===== src/rtl/sprite_pkg.sv =====
// Shared types and constants for the scanline sprite renderers.
// State encoding, ROM fetch latency and counter-width helper.
package sprite_pkg;

  typedef enum logic [2:0] {
    IDLE,
    LINE_CHK,
    WAIT_POS,
    DRAW,
    LINE_END,
    DONE
  } state_e;

  // Cycles from address issue to data at the pixel output: address register, then ROM register.
  localparam int unsigned FETCH_LAT = 2;

  function automatic int unsigned cnt_w(input int unsigned n);
    return (n > 1) ? $clog2(n) : 1;
  endfunction

endpackage


===== src/rtl/sprite_draw.sv =====
// Scanline sprite renderer driving a synchronous sprite ROM; one instance per on-screen sprite.
// Define SPRITE_FLIP_EN to add a frame-sampled horizontal mirror input (flip).
module sprite_draw
  import sprite_pkg::*;
#(
  parameter int unsigned SPR_W   = 8,
  parameter int unsigned SPR_H   = 8,
  parameter int unsigned SCALE_X = 1,
  parameter int unsigned SCALE_Y = 1,
  parameter int unsigned COLRW   = 4,
  parameter int unsigned CORDW   = 16,
  parameter int unsigned ADDRW   = $clog2(SPR_W * SPR_H),
  parameter int unsigned TRANSP  = 0
) (
  input  logic                    clk,
  input  logic                    rst_n,
  input  logic                    frame,
  input  logic                    line,
  input  logic signed [CORDW-1:0] sx,
  input  logic signed [CORDW-1:0] sy,
  input  logic signed [CORDW-1:0] sprx,
  input  logic signed [CORDW-1:0] spry,
`ifdef SPRITE_FLIP_EN
  input  logic                    flip,
`endif
  output logic [ADDRW-1:0]        rom_addr,
  input  logic [COLRW-1:0]        rom_data,
  output logic [COLRW-1:0]        pix,
  output logic                    drawing,
  output logic                    done
);

  localparam int unsigned OXW = cnt_w(SPR_W);
  localparam int unsigned OYW = cnt_w(SPR_H);
  localparam int unsigned CXW = cnt_w(SCALE_X);
  localparam int unsigned CYW = cnt_w(SCALE_Y);
  localparam int unsigned CW1 = CORDW + 1;

  state_e                  state_q, state_d;
  logic [ADDRW-1:0]        rom_addr_q, rom_addr_d;
  logic [OXW-1:0]          ox_q, ox_d;
  logic [CXW-1:0]          cx_q, cx_d;
  logic [OYW-1:0]          oy_q, oy_d;
  logic [CYW-1:0]          cy_q, cy_d;
  logic signed [CORDW-1:0] sprx_q, spry_q;
  logic                    armed_q, armed_d;
  logic                    pix_vld_q, pix_vld_d;
  logic                    done_q, done_d;

  // Extended by one bit so the edge arithmetic cannot overflow at the coordinate extremes.
  logic signed [CORDW:0] sx_e, sy_e, x_start, y_top, y_bot;
  logic                  in_rows;
  logic [ADDRW-1:0]      row_base, row_start, addr_next;

  assign sx_e    = $signed({sx[CORDW-1], sx});
  assign sy_e    = $signed({sy[CORDW-1], sy});
  assign y_top   = $signed({spry_q[CORDW-1], spry_q});
  assign x_start = $signed({sprx_q[CORDW-1], sprx_q}) - CW1'(FETCH_LAT);
  assign y_bot   = y_top + CW1'(SPR_H * SCALE_Y);
  assign in_rows = (sy_e >= y_top) && (sy_e < y_bot);

  assign row_base = ADDRW'(oy_q * SPR_W);

`ifdef SPRITE_FLIP_EN
  logic flip_q;
  assign row_start = flip_q ? row_base + ADDRW'(SPR_W - 1) : row_base;
  assign addr_next = flip_q ? rom_addr_q - ADDRW'(1) : rom_addr_q + ADDRW'(1);
`else
  assign row_start = row_base;
  assign addr_next = rom_addr_q + ADDRW'(1);
`endif

  always_comb begin
    state_d    = state_q;
    rom_addr_d = rom_addr_q;
    ox_d       = ox_q;
    cx_d       = cx_q;
    oy_d       = oy_q;
    cy_d       = cy_q;
    armed_d    = armed_q;
    done_d     = 1'b0;
    unique case (state_q)
      IDLE: begin
        if (line) state_d = LINE_CHK;
      end
      LINE_CHK: begin
        state_d = (armed_q && in_rows) ? WAIT_POS : IDLE;
      end
      WAIT_POS: begin
        if (line) begin
          state_d = LINE_CHK;
        end else if (sx_e == x_start) begin
          rom_addr_d = row_start;
          ox_d       = '0;
          cx_d       = '0;
          state_d    = DRAW;
        end
      end
      DRAW: begin
        if (line) begin
          state_d = LINE_CHK;
        end else if (cx_q == CXW'(SCALE_X - 1)) begin
          cx_d = '0;
          if (ox_q == OXW'(SPR_W - 1)) begin
            state_d = LINE_END;
          end else begin
            ox_d       = ox_q + OXW'(1);
            rom_addr_d = addr_next;
          end
        end else begin
          cx_d = cx_q + CXW'(1);
        end
      end
      LINE_END: begin
        state_d = IDLE;
        if (cy_q == CYW'(SCALE_Y - 1)) begin
          cy_d = '0;
          if (oy_q == OYW'(SPR_H - 1)) begin
            state_d = DONE;
            done_d  = 1'b1;
          end else begin
            oy_d = oy_q + OYW'(1);
          end
        end else begin
          cy_d = cy_q + CYW'(1);
        end
      end
      DONE: ;
      default: state_d = IDLE;
    endcase
    // Frame overrides everything; a coincident line pulse is checked against the new position.
    if (frame) begin
      state_d    = line ? LINE_CHK : IDLE;
      rom_addr_d = '0;
      ox_d       = '0;
      cx_d       = '0;
      oy_d       = '0;
      cy_d       = '0;
      armed_d    = 1'b1;
      done_d     = 1'b0;
    end
  end

  // ROM data for the address held during DRAW arrives one cycle later.
  assign pix_vld_d = (state_q == DRAW) && !line && !frame;

  always_ff @(posedge clk or negedge rst_n) begin
    if (!rst_n) begin
      state_q    <= IDLE;
      rom_addr_q <= '0;
      ox_q       <= '0;
      cx_q       <= '0;
      oy_q       <= '0;
      cy_q       <= '0;
      sprx_q     <= '0;
      spry_q     <= '0;
      armed_q    <= 1'b0;
      pix_vld_q  <= 1'b0;
      done_q     <= 1'b0;
    end else begin
      state_q    <= state_d;
      rom_addr_q <= rom_addr_d;
      ox_q       <= ox_d;
      cx_q       <= cx_d;
      oy_q       <= oy_d;
      cy_q       <= cy_d;
      armed_q    <= armed_d;
      pix_vld_q  <= pix_vld_d;
      done_q     <= done_d;
      if (frame) begin
        sprx_q <= sprx;
        spry_q <= spry;
      end
    end
  end

`ifdef SPRITE_FLIP_EN
  always_ff @(posedge clk or negedge rst_n) begin
    if (!rst_n) flip_q <= 1'b0;
    else if (frame) flip_q <= flip;
  end
`endif

  assign rom_addr = rom_addr_q;
  assign pix      = pix_vld_q ? rom_data : '0;
  assign drawing  = pix_vld_q && (rom_data != COLRW'(TRANSP));
  assign done     = done_q;

endmodule


===== config.mk =====
export PLATFORM = sky130hd
export DESIGN_NAME = sprite_draw
export DESIGN_NICKNAME = d
export VERILOG_FILES = /design/src/rtl/sprite_pkg.sv /design/src/rtl/sprite_draw.sv
export SDC_FILE = /design/constraint.sdc
export NUM_CORES = 1
export LEC_CHECK = 0
export CORE_MARGIN = 2
export CORE_UTILIZATION = 51
export DETAILED_ROUTE_END_ITERATION = 8
export GPL_ROUTABILITY_DRIVEN = 1
export HOLD_SLACK_MARGIN = 0.03
export PLACE_DENSITY = 0.81
export REMOVE_ABC_BUFFERS = 1
export SYNTH_ARGS = -nofsm -noshare
export SYNTH_HDL_FRONTEND = slang
export SYNTH_SLANG_ARGS = --single-unit

===== constraint.sdc =====
create_clock -name clk -period 3.7 [get_ports clk]
set_input_delay 0.74 -clock clk [delete_from_list [all_inputs] [get_ports clk]]
set_output_delay 0.74 -clock clk [all_outputs]
set_load 0.02 [all_outputs]

-- Yosys cells after proc, flatten, opt, wreduce, memory -nomap -nowiden
Cells that the tools add are included.
- flip-flop bits (word level): 52
- bits of input ports: 72
- output and inout port bits: 12
- logic and storage cells: 99
- $add $sub $neg: 7
- $lt $le $gt $ge: 2
- equal/unequal tests: 20
- mux-type cells: 44
- reduce and logical (&&, ||, !) cells: 15
- operators with widths (operator ; number):
    3-bit two-way mux ; 19
    6-bit two-way mux ; 6
    3-bit inequality test (second input constant) ; 6
    3-bit one-hot mux with 6 select lines ; 1
    16-bit by 5-bit adder with 17-bit output (second input constant) ; 1
    16-bit by 17-bit equality test with 1-bit output ; 1
    16-bit by 17-bit less-than comparator with 1-bit output ; 1
    16-bit by 3-bit subtractor with 17-bit output (second input constant) ; 1
    16-bit >= comparator ; 1
    1-bit two-way mux ; 13
    3-bit equality test (second input constant) ; 4
    4-bit inequality test (second input constant) ; 3
    6-bit one-hot mux with 2 select lines ; 1
    3-bit by 1-bit adder with 3-bit output (second input constant) ; 2
    6-bit by 1-bit adder with 6-bit output (second input constant) ; 1
    3-bit by 2-bit equality test with 1-bit output (second input constant) ; 2
    2-bit inequality test (second input constant) ; 3
    3-bit one-hot mux with 2 select lines ; 1
    6-bit AND reduction ; 1
    1-bit logical AND ; 5
    5-bit AND reduction ; 1
    4-bit two-way mux ; 1
    4-bit AND reduction ; 1
    4-bit nonzero test ; 1
    9 further kinds ; 11

-- Depth between registers and ports, before layout
- depth after elaboration: 7
- gate-level depth with buffers: 14

-- Worst setup path before layout
Ideal clock, no wire load.
- kind: reg2reg
- start point: reg spry_q[5]
- end point: reg state_q[1]
- data arrival time: 2.767 ns
- slack: 0.850 ns
- cell stages (with the launch flop): 15
- clock period less this slack: 2.850 ns
- cells stage by stage: dfrtp_1 > inv_1 > nor3_1 > and3_1 > nand3_1 > nor3_1 > nand3_1 > xnor2_1 > ha_1 > a21o_1 > a211oi_1 > mux2i_1 > nor4_1 > nand2_1 > o21ai_0
- cells in the longest elaborated chain, start to end: 7
- RTL lines (item ; RTL line ; text):
    start, declared ; sprite_draw.sv:45 ; logic signed [CORDW-1:0] sprx_q, spry_q;
    start signal, assigned ; sprite_draw.sv:172 ; spry_q <= spry;
    16-bit by 5-bit adder with 17-bit output ; sprite_draw.sv:59 ; assign y_bot = y_top + CW1'(SPR_H * SCALE_Y);
    16-bit by 17-bit less-than comparator with 1-bit output ; sprite_draw.sv:60 ; assign in_rows = (sy_e >= y_top) && (sy_e < y_bot);
    1-bit logical AND (*) ; sprite_draw.sv:60 ;
    1-bit logical AND (*) ; sprite_draw.sv:87 ; state_d = (armed_q && in_rows) ? WAIT_POS : IDLE;
    2-bit two-way mux (*) ; sprite_draw.sv:87 ;
    3-bit one-hot mux with 6 select lines (*) ; sprite_draw.sv:82 ; unique case (state_q)
    3-bit two-way mux (*) ; sprite_draw.sv:132 ; if (frame) begin
    end signal, assigned ; sprite_draw.sv:161 ; state_q <= state_d;
    end, declared ; sprite_draw.sv:39 ; state_e state_q, state_d;
Mark *: on every way between the ends. The rest lies on a longest branch, timed or not.
A chain may end at the register's enable or synchronous reset.

-- Worst setup path in the final report
Ends and elaborated chain as after synthesis.

==> run_results.csv <==
group,metric,value,unit
outcome,outcome,"complete, no violations",
clock_tree,clk_latency,310,ps
timing,clock.fmax,307,MHz
yosys,synth_area,0.00368,mm^2
grt,grt_max_degree,38,
placement,gp_congestion,0.896,
setup_path,critPathKind,"flip-flop to flip-flop",
layout,nets,594,
pwr,power.leakage,2.04,nW
drt,drtIter0Drc,187,
yosys,synthMuxAreaShare,5.09,%
clock_tree,htreeDepth,2,
floorplanning,fp-row-count,30,
timing,min_period,3260,ps
grt,grt_pass1_wl,15100,um
timing,rsz0062_at_grt,"false",
setup_path,crit_family,"simple AND/OR/NAND/NOR gates",
setup_path,cp.required,3930,ps
placement,dpl.hpwl,6990,um
floorplanning,die_h,89,um
yosys,yosys_warnings,0,
setup_path,crit_path_max_incr_delay,420,ps
clock_tree,cts_sinks,50,
yosys,yosysTopAreaCellShare,34.0,%
grt,overflow,0,
timing,finalCritPeriodShare,88.1,%
pwr,p_switching,432,uW
yosys,ys_top_cells_by_count,"dfrtp_1, ha_1, nand2_1",
yosys,synthFlopType,"dfrtp_1",
timing,slew_headroom,47.5,%
pwr,powerDensity,301,mW/mm^2
floorplanning,io-pin-count,84,
timing,finalHoldViolCount,0,
layout,nFillCells,609,
setup_path,cpMaxStageDelayCell,"dfrtp_1",
layout,area_growth,28.3,%
drt,ant_nets,0,
yosys,ys_seq_area_share,34.0,%
yosys,synth.area.top_cells,"dfrtp_1, ha_1, xnor2_1",
timing,finalSetupViolCount,0,
layout,ff_latch_area,0.00125,mm^2
yosys,synth-edff-count,0,
setup_path,crit_chain,"inv_1 -> nor3_1 -> and3_1 -> nand3_1 -> nor3_1 -> nand3_1 -> xnor2_1 -> ha_1 -> a21o_1 -> a211oi_1 -> mux2i_1 -> nor4_1 -> nand2_1 -> o21ai_0",
setup_path,arrival,3490,ps
yosys,yosysTopAreaCell,"dfrtp_1",
hold_path,hold_path.class,"input pin to asynchronous set/reset pin",
yosys,synth_simple_gate_area_share,19.4,%
grt,grt_antenna_before_repair,0,
drt,routedWlPerCell,15.2,um
yosys,ys_types,55,
drt,firstDrtPassIters,4,
drt,vias,3209,
clock_tree,postCtsSetupBuffers,0,
setup_path,end_kind,"flip-flop",
clock_tree,clockBufferDepth,2,
clock_tree,cts_tree,"yes",
timing,fin_tns_setup,0,ps
layout,drive_gt1_share,8.25,%
yosys,synth_top_family_by_area,"simple AND/OR/NAND/NOR gates",
setup_path,critical_path_buf_inv_count,1,
grt,grt_usage,24.0,%
pwr,comb_power_share,26.8,%
yosys,synthAdderAreaFrac,12.9,%
clock_tree,ctsHoldBuffers,0,
clock_tree,clk_pin_slew,100,ps
layout,multi_input_area,0.00228,mm^2
layout,fin_cells,581,
pwr,pwr-share-clk,28.5,%
job,maxCapViolations,0,
placement,port_buffers,83,
yosys,postSynthAreaPerCell,9.19,um^2
pwr,vdd_drop_max,181,uV
clock_tree,cts-buffers-inserted,5,
timing,maxSlewViolCount,0,
placement,post-place-cells,573,
drt,drc,0,
setup_path,crit_fanout,4,
yosys,synthXorXnorAreaFrac,7.81,%
floorplanning,fp.dieW,89,um
clock_tree,postCtsResizedCells,0,
pwr,seqPwrFrac,44.6,%
drt,viasPerCell,5.52,
yosys,synthCells,401,
pwr,p_int,989,uW
grt,grt_pass1_vias,3311,
pwr,switching_share,30.4,%
drt,wirelength,8810,um
setup_path,cp-start-kind,"flip-flop",
floorplanning,start_util,53.4,%
timing,finalClockSkew,6.47,ps
floorplanning,coreArea,0.00691,mm^2
clock_tree,cts_root_buf,"clkbuf_8",
timing,tightestPinTransition,781,ps
yosys,synth_compound_area_share,16.6,%
yosys,synth_most_common_cell,"dfrtp_1",
yosys,synth-seq-cells,50,
yosys,async_flop_share,100,%
floorplanning,die-area,0.00792,mm^2
layout,antenna_cells,0,
-- flip-flops by register name (all words and copies together) (netlist names) --
| signal | flops |
|---|---|
| spry_q | 16 |
| oy_q | 3 |
| sprx_q | 16 |
| state_q | 3 |
| armed_q | 1 |
| ox_q | 3 |
| rom_addr | 6 |
| done | 1 |
| pix_vld_q | 1 |
-- path summary, 6_finish.rpt --
path,to,slack [ps],cells after the start,from
worst min-delay path,spry_q[6]$_DFFE_PN0P_,370,1,rst_n
min in group clk,armed_q$_DFFE_PN0P_,500,1,armed_q$_DFFE_PN0P_
worst min register to register,armed_q$_DFFE_PN0P_,500,1,armed_q$_DFFE_PN0P_
worst max-delay path,state_q[1]$_DFFE_PN0P_,440,14,spry_q[5]$_DFFE_PN0P_
worst max register to register,state_q[1]$_DFFE_PN0P_,440,14,spry_q[5]$_DFFE_PN0P_
max in group asynchronous,sprx_q[15]$_DFFE_PN0P_,2550,2,rst_n
-- final cells by class --
cell class	count	area share [%]
Clock buffer	5	1.46
Clock inverter	3	1.01
Inverter	31	2.46
Multi-Input combinational cell	310	48.2
Sequential cell	50	26.5
Tap cell	96	2.54
Timing Repair Buffer	86	17.8
-- layer usage --
layer | up-vias | wire length [um] | GRT usage [%]
li1 | 1609 | - | -
met1 | 1496 | 4080 | 33.4
met2 | 94 | 4180 | 39.6
met3 | 10 | 439 | 3.51
met4 | 0 | 112 | 6.24
met5 | - | 0 | 0
-- placed cells by master (no fill, tap or decap), types with 4 or more instances in the layout --
cell type	synthesis	routed
dfrtp_1	50	50
nand4_1	10	10
clkdlybuf4s50_1	0	81
nor3_1	9	9
and2_1	5	5
nand2_1	35	35
a21oi_1	11	11
nor4_1	7	7
nor2_1	21	21
o31ai_1	7	7
inv_1	31	31
nand2b_1	6	6
o21ai_0	30	30
xor2_1	7	7
nand3_1	19	19
ha_1	38	38
a21o_1	11	11
clkbuf_8	0	5
nor2b_1	5	5
mux2_2	14	14
xnor2_1	24	24
and3_1	4	4
-- logic make-up (layout without fill, tap and decap cells) --
logic type | count (synthesis) | in the layout
AND/OR/NAND/NOR | 135 | 135
buffers and inverters | 41 | 125
flip-flops | 50 | 50
XOR/XNOR | 32 | 32
multiplexers | 17 | 17
AO/OA/AOI/OAI | 88 | 88
adder cells (fa/ha/maj) | 38 | 38
-- power by group through the flow --
stage | logic (mW) | clock network [mW] | registers [mW]
6_report | 0.381 | 0.405 | 0.634
5_1_grt | 0.429 | 0.436 | 0.641
4_1_cts | 0.383 | 0.416 | 0.633
3_5_place_dp | 0.381 | 0 | 0.643
3_3_place_gp | 0.369 | 0 | 0.641
2_1_floorplan | 0.225 | 0 | 0.629
-- worst reg2reg max path: cells and delay by family (launching register included) --
| kind | cells | cell delay, ps |
|---|---|---|
| muxes | 1 | 100 |
| and+or+nand+nor | 7 | 1560 |
| buffers and inverters | 1 | 80 |
| DFF | 1 | 420 |
| AOI/OAI and AO/OA | 3 | 570 |
| xor gates and xnor gates | 1 | 160 |
| adders and majority gates | 1 | 300 |
-- per-stage QoR --
step                total power, mW  hold WS, ps  instance area (um^2)  worst slack (ps)  utilization (%)
finish                         1.42          373                  4730               440             68.4
global route                   1.51          404                  4730              71.8             68.4
CTS                            1.43          377                  4730               443             68.4
detailed placement             1.02          460                  4610               459             66.7
global placement               1.01          455                  4610               667             66.7
floorplan                     0.854          436                  3650               850                -
Note: power is estimated with default switching activity, not from simulation.
